### config.mk
export PLATFORM = sky130hd
export DESIGN_NAME = timer_a_lite
export DESIGN_NICKNAME = d
export VERILOG_FILES = /design/src/rtl/timer_pkg.sv /design/src/rtl/timer_prescaler.sv /design/src/rtl/timer_a_lite.sv
export SDC_FILE = /design/constraint.sdc
export NUM_CORES = 1
export LEC_CHECK = 0
export BUFFER_PORTS_ARGS = -buffer_cell sky130_fd_sc_hd__buf_2
export CORE_MARGIN = 2
export CORE_UTILIZATION = 40
export CTS_CLUSTER_DIAMETER = 30
export CTS_CLUSTER_SIZE = 25
export DETAILED_ROUTE_END_ITERATION = 16
export GPL_TIMING_DRIVEN = 0
export SLEW_MARGIN = 20
export SYNTH_ARGS = -nofsm -noshare
export SYNTH_HDL_FRONTEND = slang
export SYNTH_SLANG_ARGS = --single-unit
### constraint.sdc
create_clock -name clk -period 3.56 [get_ports clk]
set_clock_uncertainty 0.1 [all_clocks]
set_input_delay 0.712 -clock clk [delete_from_list [all_inputs] [get_ports clk]]
set_output_delay 0.712 -clock clk [all_outputs]
set_load 0.1 [all_outputs]
### src/rtl/timer_pkg.sv
// timer_pkg: shared definitions for the timer_a_lite peripheral.
//   - default word addresses of the four registers
//   - MC (mode control) and ID (input divider) encodings
//   - bit positions inside TACTL / TACCTL0
//   - helpers: byte/word write merge, prescaler terminal count
package timer_pkg;

  localparam logic [15:0] TACTL_ADDR_DEF   = 16'h0160;
  localparam logic [15:0] TACCTL0_ADDR_DEF = 16'h0162;
  localparam logic [15:0] TAR_ADDR_DEF     = 16'h0170;
  localparam logic [15:0] TACCR0_ADDR_DEF  = 16'h0172;

  typedef enum logic [1:0] {
    MC_STOP = 2'b00,
    MC_UP   = 2'b01,
    MC_CONT = 2'b10,
    MC_UPDN = 2'b11
  } mc_e;

  typedef enum logic [1:0] {
    ID_DIV1 = 2'b00,
    ID_DIV2 = 2'b01,
    ID_DIV4 = 2'b10,
    ID_DIV8 = 2'b11
  } id_e;

  // TACTL bit positions
  localparam int TAIFG_BIT = 0;
  localparam int TAIE_BIT  = 1;
  localparam int TACLR_BIT = 2;
  localparam int MC_LSB    = 4;
  localparam int ID_LSB    = 6;
  // TACCTL0 bit positions
  localparam int CCIFG_BIT = 0;
  localparam int CCIE_BIT  = 4;

  // Byte writes always take their data from the low lane of the write bus;
  // addr_lsb selects which half of the register is replaced.
  function automatic logic [15:0] merge_write(input logic [15:0] old_val,
                                              input logic [15:0] wdata,
                                              input logic        bw,
                                              input logic        addr_lsb);
    if (!bw)          return wdata;
    else if (addr_lsb) return {wdata[7:0], old_val[7:0]};
    else               return {old_val[15:8], wdata[7:0]};
  endfunction

  // Last prescaler count before a tick (divisor - 1).
  function automatic logic [2:0] div_last(input id_e id);
    case (id)
      ID_DIV1: return 3'd0;
      ID_DIV2: return 3'd1;
      ID_DIV4: return 3'd3;
      ID_DIV8: return 3'd7;
    endcase
  endfunction

endpackage

### src/rtl/timer_prescaler.sv
// timer_prescaler: divides clk by 1/2/4/8 to produce the counter tick.
// Ports:
//   clk, rst  - clock, synchronous active-high reset
//   ID        - divider select (id_e)
//   enable    - counting allowed (timer not stopped); count held at 0 otherwise
//   restart   - force count back to 0 this cycle (ID change or TACLR)
//   tick      - one-cycle pulse; the counter advances on the following edge
module timer_prescaler
  import timer_pkg::*;
(
  input  logic clk,
  input  logic rst,
  input  id_e  ID,
  input  logic enable,
  input  logic restart,
  output logic tick
);

  logic [2:0] count;
  logic       at_last;

  assign at_last = (count == div_last(ID));
  // A restart in the same cycle suppresses the tick so a new divisor
  // always gets a full period.
  assign tick    = enable & ~restart & at_last;

  always_ff @(posedge clk) begin
    if (rst || !enable || restart) count <= 3'd0;
    else if (at_last)              count <= 3'd0;
    else                           count <= count + 3'd1;
  end

endmodule

### src/rtl/timer_a_lite.sv
// timer_a_lite: memory-mapped 16-bit timer with stop/up/continuous/up-down
// modes, input divider and two interrupt requests.
// Bus handshake: there is no valid/ready pair. A write happens on the rising
// clk edge when MW & TA_hit; BW selects a byte write (lane by MAB_in[0]).
// Read data is combinational every cycle, zero when the address misses.
// Ports:
//   clk, rst      - clock, synchronous active-high reset
//   MAB_in        - address bus (bit 0 selects byte lane)
//   MDB_in        - write data bus
//   MW, BW        - write strobe, byte access
//   irq_ccr0_ack  - CCR0 interrupt accepted, clears CCIFG
//   TA_rdata      - read data of addressed register
//   TA_hit        - address matches one of the four registers
//   irq_ccr0      - CCIE & CCIFG
//   irq_ta        - TAIE & TAIFG
module timer_a_lite
  import timer_pkg::*;
#(
  parameter logic [15:0] TACTL_ADDR   = TACTL_ADDR_DEF,
  parameter logic [15:0] TACCTL0_ADDR = TACCTL0_ADDR_DEF,
  parameter logic [15:0] TAR_ADDR     = TAR_ADDR_DEF,
  parameter logic [15:0] TACCR0_ADDR  = TACCR0_ADDR_DEF
) (
  input  logic        clk,
  input  logic        rst,
  input  logic [15:0] MAB_in,
  input  logic [15:0] MDB_in,
  input  logic        MW,
  input  logic        BW,
  input  logic        irq_ccr0_ack,
  output logic [15:0] TA_rdata,
  output logic        TA_hit,
  output logic        irq_ccr0,
  output logic        irq_ta
);

  id_e         id_q;
  mc_e         mc_q;
  logic        taie_q, taifg_q, ccie_q, ccifg_q;
  logic        dir_down_q;
  logic [15:0] tar_q, taccr0_q;

  logic [15:0] addr_w, wdata;
  logic        hit_ctl, hit_cctl, hit_tar, hit_ccr;
  logic        wr_ctl, wr_cctl, wr_tar, wr_ccr;
  logic        clr, restart, tick, upd;
  logic [15:0] tar_tick;
  logic        dir_tick, set_taifg, set_ccifg;

  // Address decode and read mux
  assign addr_w   = {MAB_in[15:1], 1'b0};
  assign hit_ctl  = (addr_w == TACTL_ADDR);
  assign hit_cctl = (addr_w == TACCTL0_ADDR);
  assign hit_tar  = (addr_w == TAR_ADDR);
  assign hit_ccr  = (addr_w == TACCR0_ADDR);
  assign TA_hit   = hit_ctl | hit_cctl | hit_tar | hit_ccr;

  always_comb begin
    TA_rdata = 16'h0000;
    if (hit_ctl)  TA_rdata = {8'h00, id_q, mc_q, 2'b00, taie_q, taifg_q};
    if (hit_cctl) TA_rdata = {11'h000, ccie_q, 3'b000, ccifg_q};
    if (hit_tar)  TA_rdata = tar_q;
    if (hit_ccr)  TA_rdata = taccr0_q;
  end

  // The current read value doubles as the merge base for byte writes.
  assign wdata   = merge_write(TA_rdata, MDB_in, BW, MAB_in[0]);
  assign wr_ctl  = MW & hit_ctl;
  assign wr_cctl = MW & hit_cctl;
  assign wr_tar  = MW & hit_tar;
  assign wr_ccr  = MW & hit_ccr;

  assign clr     = wr_ctl & wdata[TACLR_BIT];
  assign restart = clr | (wr_ctl & (wdata[ID_LSB+1:ID_LSB] != id_q));

  timer_prescaler u_prescaler (
    .clk     (clk),
    .rst     (rst),
    .ID      (id_q),
    .enable  (mc_q != MC_STOP),
    .restart (restart),
    .tick    (tick)
  );

  // Software TAR write or TACLR replaces the whole tick effect, flags included.
  assign upd = tick & ~wr_tar & ~clr;

  // Next counter value / direction / flag sets for one tick.
  always_comb begin
    tar_tick  = tar_q;
    dir_tick  = dir_down_q;
    set_taifg = 1'b0;
    set_ccifg = 1'b0;
    case (mc_q)
      MC_STOP: ;
      MC_UP: begin
        if (taccr0_q == 16'h0000) tar_tick = 16'h0000;
        else if (tar_q >= taccr0_q) begin
          tar_tick  = 16'h0000;
          set_taifg = 1'b1;
        end else begin
          tar_tick  = tar_q + 16'd1;
          set_ccifg = (tar_q + 16'd1 == taccr0_q);
        end
      end
      MC_CONT: begin
        tar_tick  = tar_q + 16'd1;
        set_taifg = (tar_q == 16'hFFFF);
      end
      MC_UPDN: begin
        if (taccr0_q == 16'h0000) begin
          tar_tick = 16'h0000;
          dir_tick = 1'b0;
        end else if (!dir_down_q) begin
          if (tar_q >= taccr0_q) begin
            // Above the compare value (e.g. after a software write): head down.
            tar_tick = tar_q - 16'd1;
            dir_tick = 1'b1;
          end else begin
            tar_tick = tar_q + 16'd1;
            if (tar_q + 16'd1 == taccr0_q) begin
              set_ccifg = 1'b1;
              dir_tick  = 1'b1;
            end
          end
        end else begin
          if (tar_q == 16'h0000) begin
            tar_tick = 16'd1;
            dir_tick = 1'b0;
          end else begin
            tar_tick = tar_q - 16'd1;
            if (tar_q == 16'd1) begin
              set_taifg = 1'b1;
              dir_tick  = 1'b0;
            end
          end
        end
      end
    endcase
  end

  always_ff @(posedge clk) begin
    if (rst) begin
      id_q       <= ID_DIV1;
      mc_q       <= MC_STOP;
      taie_q     <= 1'b0;
      taifg_q    <= 1'b0;
      ccie_q     <= 1'b0;
      ccifg_q    <= 1'b0;
      dir_down_q <= 1'b0;
      tar_q      <= 16'h0000;
      taccr0_q   <= 16'h0000;
    end else begin
      if (wr_ctl) begin
        id_q   <= id_e'(wdata[ID_LSB+1:ID_LSB]);
        mc_q   <= mc_e'(wdata[MC_LSB+1:MC_LSB]);
        taie_q <= wdata[TAIE_BIT];
      end
      if (wr_cctl) ccie_q <= wdata[CCIE_BIT];
      if (wr_ccr)  taccr0_q <= wdata;

      // Hardware set wins over software clear and ack; software may set.
      taifg_q <= (upd & set_taifg) | (wr_ctl ? wdata[TAIFG_BIT] : taifg_q);
      ccifg_q <= (upd & set_ccifg) |
                 (wr_cctl ? wdata[CCIFG_BIT] : (irq_ccr0_ack ? 1'b0 : ccifg_q));

      if (wr_tar)   tar_q <= wdata;
      else if (clr) tar_q <= 16'h0000;
      else if (upd) tar_q <= tar_tick;

      if (clr)      dir_down_q <= 1'b0;
      else if (upd) dir_down_q <= dir_tick;
    end
  end

  assign irq_ccr0 = ccie_q & ccifg_q;
  assign irq_ta   = taie_q & taifg_q;

endmodule

# Word level (Yosys, flattened, before mapping)
# Index checks and enable logic that the tools add are counted.
[word_totals]
regBits = 44
inputBits = 37
output_inout_bits = 19
wordCells = 104
[op_classes]
addsub = 3
magnitude_cmp = 1
eq_ne = 15
mux = 39
bitwise = 23
reduce_logical = 13
[ops]
columns = ["op", "n"]
rows = [
  ["2-to-1 mux 16 bit", 14],
  ["== test 15 x 8 -> 1 bit (second input constant)", 4],
  ["case mux 16 bit (3 select lines)", 1],
  ["logical NOT 16 bit", 2],
  ["2-to-1 mux 1 bit", 20],
  ["adder 16 x 1 -> 16 bit (second input constant)", 1],
  ["== test 16 x 1 -> 1 bit (second input constant)", 1],
  ["== test 16 bit", 1],
  ["== test 16 bit (second input constant)", 1],
  [">= comparator 16 bit", 1],
  ["subtractor 16 x 1 -> 16 bit (second input constant)", 1],
  ["AND 1 bit", 14],
  ["case mux 3 bit (4 select lines)", 1],
  ["== test 2 bit (second input constant)", 4],
  ["2-to-1 mux 8 bit", 1],
  ["bitwise OR 1 bit", 6],
  ["nonzero test 5 bit", 1],
  ["== test 2 x 1 -> 1 bit (second input constant)", 2],
  ["AND reduction 2 bit", 2],
  ["OR reduction 2 bit", 2],
  ["adder 3 x 1 -> 3 bit (second input constant)", 1],
  ["== test 3 bit", 1],
  ["NOT 1 bit", 3],
  ["case mux 1 bit (3 select lines)", 1],
  ["7 further kinds", 8],
]

# Logic depth before layout (Yosys ltp)
[depth]
ltp_word = 18
depth_mapped = 12
depth_no_buf = 10

# Modules after synthesis
# From an unflattened synthesis, not the netlist that was laid out.
[unflattened]
cells_unflattened = 578
hier_area_um2 = 4486.8
[by_module_without_submodules]
columns = ["mod", "n_inst", "cells_per_inst", "area_each_um2", "seq_area_each_um2"]
rows = [
  ["timer_a_lite", 1, 559, 4305.4, 820.8],
  ["timer_prescaler", 1, 19, 181.4, 60.1],
]

# Worst setup path before layout
# Ideal clock, no wire load.
[synth_path]
path_type = "input to output"
from = "input port MAB_in[14]"
to = "output port TA_rdata[10]"
arrival_time_ns = 3.239
required_ns = 2.748
setup_slack_ns = -0.491
cell_stages = 6
path_buffers = 1
cell_sequence = "nor4b_2 nand4_4 clkinv_4 nand2_1 clkbuf_1 nor2_1"
[synth_via]
elab_chain_cells = 3
word_cells_on_any_way = 4
classes_between = "eq/ne (2); mux (2)"
[synth_lines]
columns = ["element", "line", "rtl"]
rows = [
  ["start: declaration", "timer_a_lite.sv:26", "input logic [15:0] MAB_in,"],
  ["== test 15 x 8 -> 1 bit", "timer_a_lite.sv:54", "assign hit_tar = (addr_w == TAR_ADDR);"],
  ["2-to-1 mux 16 bit", "timer_a_lite.sv:62", "if (hit_tar) TA_rdata = tar_q;"],
  ["2-to-1 mux 16 bit *", "timer_a_lite.sv:63", "if (hit_ccr) TA_rdata = taccr0_q;"],
  ["end: declaration", "timer_a_lite.sv:31", "output logic [15:0] TA_rdata,"],
]
# Every way passes the cells marked *; elsewhere a longest branch is shown, timed or not.

# Final worst setup path
[layout_path]
from = "input port MAB_in[14]"
to = "output port TA_rdata[8]"
# Same word-level chain as after synthesis.

==> flow_summary.json <==
{
  "end_kind": "output pin",
  "clock_latency_ns": 0.29,
  "worstMarginPinSlew_ns": 0.810,
  "synth_area_leaders": "dfxtp_1 (19%), nor2_1 (7.0%), mux2i_1 (6.9%), ha_1 (5.8%), a21oi_1 (5.3%)",
  "gp_congestion": 0.969,
  "fp.coreArea_mm2": 0.0109,
  "dp.final_hpwl_um": 13900,
  "status": "completed",
  "hold_viol": 0,
  "dieArea_mm2": 0.0122,
  "postCtsSetupBuffers": 0,
  "setup_slack_ns": 0.0820,
  "drc": 0,
  "critical_path.slowest_cell": "nor4b_2",
  "routed_via_density": 6.31,
  "power-per-cell-area_mw_per_mm2": 219,
  "cp.arrival_ns": 2.67,
  "num-nets-final": 721,
  "slowest_delay_ns": 0.36,
  "cts_buffers": 5,
  "worstPathCellList": "buf_2 -> nor4b_2 -> nand4_4 -> clkinv_4 -> nand2_1 -> clkbuf_2 -> nor2_2 -> buf_4",
  "grt_setup_unrepaired": "false",
  "synth_top_area_share_pct": 19.5,
  "path_clk_slew_ns": 0.07,
  "synth_cells": 604,
  "hp-start": "u_prescaler.count[0]",
  "yosys.cell_count.top_type": "nor2_1",
  "grt_use_total_pct": 29.8,
  "finalSetupViolations": 0,
  "stdcell_area_mm2": 0.00522,
  "synth-seq-area-share_pct": 19.5,
  "min_path_cells": 1,
  "synth_edf_count": 0,
  "cap_viol_max_count": 0,
  "wl_per_cell_um": 21.9,
  "start_kind": "input port",
  "grt_pass1_vias": 4756,
  "area_growth_syn_to_layout_pct": 15.4,
  "cts_tree": "done",
  "io_pins": 56,
  "wl_um": 17600,
  "place.port_buffers": 52,
  "ir_drop_v": 0.000184,
  "vias": 5073,
  "period_needed_ns": 3.48,
  "reg2reg_depth": 10,
  "syn_area_mm2": 0.00452,
  "worstReg2RegStart": "tar_q[0]",
  "first_pass_iters": 5,
  "fin_crit_sh_pct": 97.7,
  "startpoint": "MAB_in[14]",
  "async_flop_share_pct": 0,
  "syn_nets": 662,
  "yosys_warnings": 0,
  "clockRootBuffer": "clkbuf_16",
  "antenna_found_initial": 0,
  "chipHeight_um": 110,
  "drive_above_1_share_pct": 18.1,
  "die_x_um": 110,
  "fmax_mhz": 288,
  "diodes": 0,
  "ys_types": 85,
  "cts.sinks": 44,
  "clk_path_buf_depth": 2,
  "cp_max_fo": 10,
  "syn_area_per_cell_um2": 7.49,
  "utilization_pct": 47.7,
  "power.leakage_nw": 2.04,
  "placed_area_mm2": 0.00499,
  "worstHoldPathType": "reg -> reg",
  "synth-seq-cells": 44,
  "grt_pass1_wl_um": 27000,
  "grt_start_max_net_pins": 16,
  "initial_utilization_pct": 41.4,
  "yosys-top-cells-count": "nor2_1 (84), a21oi_1 (48), dfxtp_1 (44), nand2_1 (44), mux2i_1 (31)",
  "drv_slew": 0,
  "drt.antenna.violating_nets": 0,
  "r2r_slack_ns": 0.12,
  "dp_slack_ns": -0.126,
  "synth_ff_type": "dfxtp_1",
  "num_rows": 38,
  "grt-ovfl-total": 0,
  "ctsHoldBuffers": 0,
  "drtIter0Drc": 545,
  "path_class": "in -> out",
  "htreeDepth": 2,
  "worstPathRequired_ns": 2.75,
  "yosys.area.top_type": "dfxtp_1",
  "slew_headroom_pct": 44.6
}
[worst max-delay path, delay by kind of cell]
| family | cells | cell delay (ns) |
|---|---|---|
| buf+inv | 4 | 0.91 |
| simple gates | 4 | 1.03 |
[report_power, final]
group          internal [W]  leakage, nW  switching [W]
registers          0.000492        0.355   0.0000000182
clock network      0.000334       0.0804       0.000213
logic             0.0000350         1.60      0.0000677
[cell families (layout without fill, tap and decap cells)]
logic type               Yosys count  in the layout  synth area share (%)
XOR/XNOR                          25             25                  4.84
AO/OA/AOI/OAI                    171            171                  26.8
AND/OR/NAND/NOR                  231            231                  27.1
adder cells (fa/ha/maj)           21             21                  5.81
buffers and inverters             75            135                  7.19
multiplexers                      37             37                  8.85
flip-flops                        44             44                  19.5
[path summary, 6_finish.rpt]
path                          end
max                   TA_rdata[8]
min reg2reg  u_prescaler.count[0]
min          u_prescaler.count[0]
max reg2reg               ccifg_q
[final cells by class]
type	instances	area [um^2]
fillers	1141	5720
multi-input cells	485	3380
flip-flops and latches	44	882
repair buffers	52	280
plain buffers	44	209
well taps	140	175
clock buffers	5	125
inverters	31	121
clock inverters	3	46.3
[metrics by stage]
stage               hold slack [ns]  total power (W)  cells  setup TNS, ns
floorplan                     0.330         0.000558    604          -1.85
global placement              0.347         0.000602    796          -1.12
detailed placement            0.366         0.000603    796          -1.27
CTS                           0.382          0.00115    804              0
global route                  0.405          0.00117    804              0
finish                        0.374          0.00114    804              0
[sequential cells by signal, indices dropped and copies added, names as in the netlist]
signal             cells
id_q                   2
taccr0_q              16
taifg_q                1
ccifg_q                1
taie_q                 1
tar_q                 16
mc_q                   2
u_prescaler.count      3
dir_down_q             1
ccie_q                 1
[routing by layer]
metal / routed length, um / GRT usage, % / vias to the layer above
met4: 634 / 12.2 / 0
met2: 7860 / 46.7 / 282
met1: 7650 / 40.9 / 2395
met3: 1450 / 4.41 / 41
met5: 0 / 0 / -
li1: - / - / 2355
[layout by cell type, fill, tap and decap left out, types with 7 or more instances in the layout]
master,instances
inv_1,30
nor4_1,9
nor2_1,74
o21ai_0,23
clkbuf_1,25
xor2_1,7
buf_4,9
and2_1,7
or3_1,8
nor2_2,8
a21oi_1,48
dfxtp_1,43
mux2i_1,31
xnor2_1,18
a211oi_1,25
nand4_1,11
nand2_1,44
a31oi_1,8
nor3_1,20
ha_1,21
buf_2,52
[what timing repair did]
| action | in CTS | in global routing |
|---|---|---|
| setup endpoints to repair | 15 | 20 |
| gates cloned | 0 | 0 |
| resized for setup | 10 | 9 |
(Power assumes the default switching activity.)
